$ cat config.mk
export PLATFORM = sky130hd
export DESIGN_NAME = register_file_sb_flat
export DESIGN_NICKNAME = d
export VERILOG_FILES = /design/src/rtl/register_file_sb_if.sv /design/src/rtl/register_file_sb.sv /design/src/flat_wrapper.sv
export SDC_FILE = /design/constraint.sdc
export NUM_CORES = 2
export LEC_CHECK = 0
export CAP_MARGIN = 20
export CORE_MARGIN = 3
export CORE_UTILIZATION = 40
export CTS_CLUSTER_DIAMETER = 150
export DETAILED_ROUTE_END_ITERATION = 8
export GPL_ROUTABILITY_DRIVEN = 1
export GPL_TIMING_DRIVEN = 0
export HOLD_SLACK_MARGIN = 0.02
export SYNTH_ARGS = -nofsm -noshare
export SYNTH_HDL_FRONTEND = slang
export SYNTH_SLANG_ARGS = --single-unit
export TNS_END_PERCENT = 1
$ cat constraint.sdc
create_clock -name clk -period 3 [get_ports clk]
set_input_delay 0.3 -clock clk [delete_from_list [all_inputs] [get_ports clk]]
set_output_delay 0.3 -clock clk [all_outputs]
set_load 0.02 [all_outputs]
$ cat src/rtl/register_file_sb_if.sv
// register_file_sb_if: read, write and scoreboard signals of
// the register file, seen from decode/writeback (master) side.
interface register_file_sb_if #(
   parameter int DATA_WIDTH = 32,
   parameter int ADDR_WIDTH = 5,
   parameter int NUM_RD     = 2,
   parameter int NUM_WR     = 2
);
   logic [NUM_RD*ADDR_WIDTH-1:0] rd_addr;
   logic [NUM_RD*DATA_WIDTH-1:0] rd_data;
   logic [NUM_RD-1:0]            rd_busy;
   logic [NUM_WR-1:0]            wr_en;
   logic [NUM_WR*ADDR_WIDTH-1:0] wr_addr;
   logic [NUM_WR*DATA_WIDTH-1:0] wr_data;
   logic [NUM_WR-1:0]            wr_clr;
   logic                         alloc_en;
   logic [ADDR_WIDTH-1:0]        alloc_addr;
   logic                         flush;
   logic                         any_busy;

   modport master (
      output rd_addr, wr_en, wr_addr, wr_data, wr_clr,
      output alloc_en, alloc_addr, flush,
      input  rd_data, rd_busy, any_busy
   );

   modport slave (
      input  rd_addr, wr_en, wr_addr, wr_data, wr_clr,
      input  alloc_en, alloc_addr, flush,
      output rd_data, rd_busy, any_busy
   );
endinterface

$ cat src/rtl/register_file_sb.sv
// register_file_sb: multi-port register file with same-cycle
// write bypass and a per-register busy scoreboard for RAW stalls.
module register_file_sb #(
   parameter int REG_COUNT      = 32,
   parameter int DATA_WIDTH     = 32,
   parameter int ADDR_WIDTH     = 5,
   parameter int NUM_RD         = 2,
   parameter int NUM_WR         = 2,
   parameter int BYPASS         = 1,
   parameter int CLEAR_ON_RESET = 0
) (
   input  logic              clk,
   input  logic              rst_n,
   register_file_sb_if.slave bus
);

   localparam logic [ADDR_WIDTH:0] LIMIT =
      REG_COUNT[ADDR_WIDTH:0];

   // nonzero and backed by a real register
   function automatic logic valid_addr(
      input logic [ADDR_WIDTH-1:0] a
   );
      return (a != '0) && ({1'b0, a} < LIMIT);
   endfunction

   logic [DATA_WIDTH-1:0] mem [REG_COUNT];
   logic [REG_COUNT-1:0]  busy_q;
   logic [REG_COUNT-1:0]  busy_d;

   logic [ADDR_WIDTH-1:0] ra [NUM_RD];
   logic [ADDR_WIDTH-1:0] wa [NUM_WR];
   logic [DATA_WIDTH-1:0] wd [NUM_WR];
   logic [NUM_WR-1:0]     wr_ok;
   logic                  alloc_ok;

   logic [NUM_RD*DATA_WIDTH-1:0] rdata;
   logic [NUM_RD-1:0]            rbusy;

   for (genvar k = 0; k < NUM_RD; k++) begin : g_rd
      assign ra[k] = bus.rd_addr[k*ADDR_WIDTH +: ADDR_WIDTH];
   end

   // a write port is live only out of reset and on a real register
   for (genvar i = 0; i < NUM_WR; i++) begin : g_wr
      assign wa[i]    = bus.wr_addr[i*ADDR_WIDTH +: ADDR_WIDTH];
      assign wd[i]    = bus.wr_data[i*DATA_WIDTH +: DATA_WIDTH];
      assign wr_ok[i] = rst_n && bus.wr_en[i] && valid_addr(wa[i]);
   end

   assign alloc_ok = bus.alloc_en && valid_addr(bus.alloc_addr);

   if (CLEAR_ON_RESET != 0) begin : g_clr
      // storage update; reset wipes every register
      always_ff @(posedge clk or negedge rst_n) begin
         if (!rst_n) begin
            for (int r = 0; r < REG_COUNT; r++) begin
               mem[r] <= '0;
            end
         end else begin
            for (int i = 0; i < NUM_WR; i++) begin
               if (wr_ok[i]) begin
                  mem[wa[i]] <= wd[i];
               end
            end
         end
      end
   end else begin : g_keep
      // storage update; contents survive reset, later port wins
      always_ff @(posedge clk) begin
         for (int i = 0; i < NUM_WR; i++) begin
            if (wr_ok[i]) begin
               mem[wa[i]] <= wd[i];
            end
         end
      end
   end

   // busy next-state: flush, then alloc, then clearing writes
   always_comb begin
      busy_d = busy_q;
      for (int i = 0; i < NUM_WR; i++) begin
         if (wr_ok[i] && bus.wr_clr[i]) begin
            busy_d[wa[i]] = 1'b0;
         end
      end
      if (alloc_ok) begin
         busy_d[bus.alloc_addr] = 1'b1;
      end
      if (bus.flush) begin
         busy_d = '0;
      end
      busy_d[0] = 1'b0;
   end

   // scoreboard register, cleared immediately by reset
   always_ff @(posedge clk or negedge rst_n) begin
      if (!rst_n) begin
         busy_q <= '0;
      end else begin
         busy_q <= busy_d;
      end
   end

   // read ports: array or in-flight write data, plus busy flag
   always_comb begin
      rdata = '0;
      rbusy = '0;
      for (int k = 0; k < NUM_RD; k++) begin
         if (valid_addr(ra[k])) begin
            rdata[k*DATA_WIDTH +: DATA_WIDTH] = mem[ra[k]];
            rbusy[k] = busy_q[ra[k]];
            if (BYPASS != 0) begin
               for (int i = 0; i < NUM_WR; i++) begin
                  if (wr_ok[i] && wa[i] == ra[k]) begin
                     rdata[k*DATA_WIDTH +: DATA_WIDTH] = wd[i];
                  end
               end
            end
         end
      end
   end

   assign bus.rd_data  = rdata;
   assign bus.rd_busy  = rbusy;
   assign bus.any_busy = |busy_q;

endmodule

$ cat src/flat_wrapper.sv
// flat-port wrapper written by rule: the top's interface ports become plain ports
module register_file_sb_flat 
#(
   parameter int REG_COUNT      = 32,
   parameter int DATA_WIDTH     = 32,
   parameter int ADDR_WIDTH     = 5,
   parameter int NUM_RD         = 2,
   parameter int NUM_WR         = 2,
   parameter int BYPASS         = 1,
   parameter int CLEAR_ON_RESET = 0
)
  (clk, rst_n, bus_rd_addr, bus_wr_en, bus_wr_addr, bus_wr_data, bus_wr_clr, bus_alloc_en, bus_alloc_addr, bus_flush, bus_rd_data, bus_rd_busy, bus_any_busy);
  register_file_sb_if #(.DATA_WIDTH(DATA_WIDTH), .ADDR_WIDTH(ADDR_WIDTH), .NUM_RD(NUM_RD), .NUM_WR(NUM_WR)) bus_i ();
  input  logic clk;
  input  logic rst_n;
  input wire logic [$bits(bus_i.rd_addr)-1:0] bus_rd_addr;
  input wire logic [$bits(bus_i.wr_en)-1:0] bus_wr_en;
  input wire logic [$bits(bus_i.wr_addr)-1:0] bus_wr_addr;
  input wire logic [$bits(bus_i.wr_data)-1:0] bus_wr_data;
  input wire logic [$bits(bus_i.wr_clr)-1:0] bus_wr_clr;
  input wire logic [$bits(bus_i.alloc_en)-1:0] bus_alloc_en;
  input wire logic [$bits(bus_i.alloc_addr)-1:0] bus_alloc_addr;
  input wire logic [$bits(bus_i.flush)-1:0] bus_flush;
  output wire logic [$bits(bus_i.rd_data)-1:0] bus_rd_data;
  output wire logic [$bits(bus_i.rd_busy)-1:0] bus_rd_busy;
  output wire logic [$bits(bus_i.any_busy)-1:0] bus_any_busy;
  assign bus_i.rd_addr = bus_rd_addr;
  assign bus_i.wr_en = bus_wr_en;
  assign bus_i.wr_addr = bus_wr_addr;
  assign bus_i.wr_data = bus_wr_data;
  assign bus_i.wr_clr = bus_wr_clr;
  assign bus_i.alloc_en = bus_alloc_en;
  assign bus_i.alloc_addr = bus_alloc_addr;
  assign bus_i.flush = bus_flush;
  assign bus_rd_data = bus_i.rd_data;
  assign bus_rd_busy = bus_i.rd_busy;
  assign bus_any_busy = bus_i.any_busy;
  register_file_sb #(.REG_COUNT(REG_COUNT), .DATA_WIDTH(DATA_WIDTH), .ADDR_WIDTH(ADDR_WIDTH), .NUM_RD(NUM_RD), .NUM_WR(NUM_WR), .BYPASS(BYPASS), .CLEAR_ON_RESET(CLEAR_ON_RESET)) u_core (.clk(clk), .rst_n(rst_n), .bus(bus_i));
endmodule
* After elaboration in Yosys (flattened, before gate mapping)
Memories as Yosys holds them, arrays and structs flattened.
Index checks and enable logic that the tools add are counted.
** Storage, ports and cells
- Output and inout port bits :: 67
- Register bits after elaboration :: 31
- Memories kept :: 1
- Logic and storage cells :: 65
- RAM bits :: 1024
** Operators by class
- Eq/ne operators :: 4
- Mux-type cells :: 26
- Bitwise gates (word level) :: 5
- Reductions and logical operators :: 20
- Order comparisons :: 8
** Memory list
- u_core.mem :: depth 32, bits a word 32, read ports 2, clocked after Yosys merged registers in 0, write ports 2, line register_file_sb.sv:27 : logic [DATA_WIDTH-1:0] mem [REG_COUNT];
** Operators by type and width (number)
- $mux W32 :: 10
- $and A32 B32 Y32 :: 2
- $not A32 Y32 :: 2
- $or A32 B32 Y32 :: 1
- $reduce_or A31 Y1 :: 1
- $lt A5 B6 Y1 const B :: 5
- $reduce_bool A5 Y1 :: 5
- $eq A5 B5 Y1 :: 4
- $demux W1 S5 :: 3
- $ge A5 B1 Y1 const B :: 3
- $logic_and A1 B1 Y1 :: 14
- $mux W1 :: 11
- $bmux W1 S5 :: 2

* Depth between registers and ports, before layout
- Word-level depth :: 12
- Gate-level depth with buffers :: 9

* Least setup slack after synthesis
No wires, ideal clock.
- Path type :: input to register
- Start point :: in rst_n
- End point :: mem u_core.mem[20][0] (enable)
- Required time :: 2.534 ns
- Stages on the path :: 4
- Path buffers :: 1
- Setup slack :: -1.027 ns
- Data arrival time :: 3.562 ns
- Cell sequence :: clkbuf_1 -> nand2_1 -> or4_1 -> o21ai_0
** RTL lines
- from (decl) :: line flat_wrapper.sv:15 : input logic rst_n;
- to (decl) :: line register_file_sb.sv:27

==> reports/metrics.cfg <==
[grt]
grt_usage_pct = 35.5
grt_max_degree = 33
grtUsageMet1_pct = 46.2
met3_usage_pct = 12.5
grt_pass1_wl_um = 399000
busiest_layer = met2
grt_pass1_vias = 50960
antenna_found_initial = 36
grt-ovfl-total = 0
met2_usage_pct = 52.1

[flow_run]
maxCapViolCount = 0

[critical_path]
path_common_cell = clkbuf_1
arrival_ps = 3790
crit_required_ps = 3410
cp_max_fo = 10
r2r-end = u_core.busy_q[26]$_DFF_PN0_
critical_path_class = input port to flip-flop
crit_path_end_kind = flip-flop
crit_chain = buf_2, clkbuf_1, nand3b_1, nor2_1, clkbuf_1, buf_8, clkbuf_2, o21ai_0
start_kind = input port
ff2ff_path_depth = 4
rrSetupSlack_ps = 2080
r2r_start = u_core.busy_q[26]$_DFF_PN0_
worst_path_largest_cell_delay_ps = 610
cpMaxStageDelayCell = clkbuf_1

[routing]
wl_per_cell_um = 36.5
vias_per_cell = 6.70
wl_um = 294000
postRouteAntennaNets = 0
drt_pre_antenna_iters = 6
first_iter_violations = 8857
vias = 54025
drc = 0

[logic_synthesis]
ys_ff_latch = 1055
synth.area.top_cells = edfxtp_1 49%, mux4_2 12%, o21ai_0 8.6%
syn-cell-area_um2 = 62300
synth-main-ff-cell = edfxtp_1
netlist.area_leader.share_pct = 49.3
avgSynthCellArea_um2 = 11.1
netlist-cell-type-count = 56
synthCells = 5621
ys_warn_count = 0
seq_area_frac_synth_pct = 50.6
synth_top_area_cell = edfxtp_1
synth-edff-count = 1024
synthArstFlopShare_pct = 2.94

[timing]
setup_violations = 118
period_share_pct = 113
worst_slew_pin_slew_ps = 1150
clock_skew_ps = 0
whs_ps = 134
report.final.hold_viol_count = 0
layout_setup_ws_ps = -378
finalCriticalPeriod_ps = 3380
drv_slew = 0
fmax_mhz = 296
rsz0062_at_grt = true
finalSetupTns_ps = -14430
slew_headroom_pct = 23.5

[place]
port-buffer-count = 80
place_inst = 7819
place.gp.congestion = 1.08
hpwl_um = 235000

[clocking]
cts_htree_levels = 3
clock_path_buffers = 3
root_buffer = clkbuf_16
clk_pin_slew_worst_paths_ps = 70
clock_sinks = 1055
clock_latency_ps = 730
cts_tree = done
cts_buffers = 114

[run_status]
violations = setup timing
status = finished, violations left

[min_path]
whs_endpoint = u_core.mem[0][7]$_DFFE_PP_
hp-start = bus_wr_data[7]
hold_path_class = input port to flip-flop
holdPathStages = 2

[die]
die_x_um = 401
ios = 164
die_h_um = 401
std_cell_rows = 144
dieArea_um2 = 161000
core_area_um2 = 154000
start_util_pct = 40.4

[cells_and_area]
stdcell_count = 8061
synthToLayoutAreaGrowth_pct = 17.5
finalNetCount = 6010
drive_above_1_share_pct = 20.6

[power_and_ir_drop]
power_uw = 36400
vdd_drop_max_uv = 465
leakage_uw = 0.0245
power_density_nw_per_um2 = 497

==> where the power goes <==
part           internal [uW]  switching [uW]  leakage [uW]
Combinational           1910            3890        0.0132
Sequential             16400             123       0.00967
Clock                   7640            6390       0.00170
==> cell families (layout without fill, tap and decap cells) <==
family | count (synthesis) | in the layout | share of synthesized area [%]
AND/OR/NAND/NOR | 1314 | 1314 | 8.59
buffers and inverters | 799 | 1152 | 5.11
AO/OA/AOI/OAI | 1619 | 1619 | 15.6
XOR/XNOR | 20 | 20 | 0.281
flip-flops | 1055 | 1055 | 50.6
multiplexers | 813 | 813 | 19.8
other | 1 | 44 | 0.00602
==> layout make-up <==
type,instances,area (um^2)
repair buffers,149,1670
flip-flops and latches,1055,31500
clock inverters,68,533
multi-input cells,3798,29900
inverters,65,244
plain buffers,730,3770
clock buffers,140,2990
diodes,12,30.0
fillers,14020,81200
well taps,2044,2560
==> worst max path at each step <==
stage	from	cells past startpoint	end
floorplan	rst_n	4	u_core.mem[16][0]$_DFFE_PP_
global placement	rst_n	4	u_core.mem[27][17]$_DFFE_PP_
detailed placement	bus_rd_addr[6]	10	bus_rd_data[37]
CTS	bus_rd_addr[2]	9	bus_rd_data[15]
global route	bus_wr_addr[8]	7	u_core.mem[27][0]$_DFFE_PP_
finish	bus_wr_addr[9]	8	u_core.mem[23][25]$_DFFE_PP_
==> flip-flops by register name, indices dropped and copies added (netlist names) <==
signal,flops
u_core.busy_q,31
u_core.mem,1024
==> cells in the final DEF, fill, tap and decap left out, drive strengths merged, types with 15 or more instances in the layout <==
cell           instances
nand2               1121
o21ai               1087
edfxtp              1024
clkbuf               673
mux2i                404
mux4                 328
buf                  314
o221ai               104
a21oi                 88
mux2                  81
o22ai                 77
inv                   68
a22o                  62
a221oi                62
a311oi                62
clkinv                46
nor4                  43
nor2                  41
conb                  32
a41oi                 31
dfrtp                 31
a22oi                 27
nand3                 27
clkdlybuf4s15         15
==> what timing repair did <==
action                      CTS  global route
hold endpoints to repair     35             0
hold buffers                  6             0
setup endpoints to repair  1788           463
gates resized for setup     887           119
buffers inserted             16             5
pin swaps                    34            25
==> metal layers <==
| layer | vias to the layer above | routed length, um |
|---|---|---|
| li1 | 21909 | - |
| met1 | 27314 | 110000 |
| met2 | 4109 | 126000 |
| met3 | 677 | 41200 |
| met4 | 16 | 16500 |
| met5 | - | 103 |
==> worst max-delay path: cells and delay by family <==
kind / cells / cell delay, ps
AO/OA/AOI/OAI: 1 / 370
buffers and inverters: 5 / 2020
AND/OR/NAND/NOR: 2 / 1090
==> synth_stat cells (11+ instances only) <==
library cell  count
nor2_1           41
edfxtp_1       1024
o221ai_1         74
a221oi_1         62
mux2_2           81
xnor2_1          14
o221ai_2         30
buf_2            92
nand3_1          27
o22ai_1          77
nand2_1        1121
a21oi_1          88
a311oi_1         62
buf_1            96
nor4_1           42
a22oi_1          27
mux4_2          328
clkbuf_1        531
a41oi_1          31
a22o_1           62
o21ai_0        1071
o21ai_1          16
mux2i_1         404
buf_4            12
nor2b_1          11
dfrtp_1          31
inv_1            65
==> stage by stage <==
stage,cell area (um^2),util [%],setup WS (ps)
final,73300,47.4,-378
after global routing,73200,47.4,-335
after CTS,72800,47.2,-226
after detailed placement,67000,43.4,-3060
after global placement,65800,42.6,-4390
after floorplan,62400,-,-181
Power figures use the tool's default switching activity.
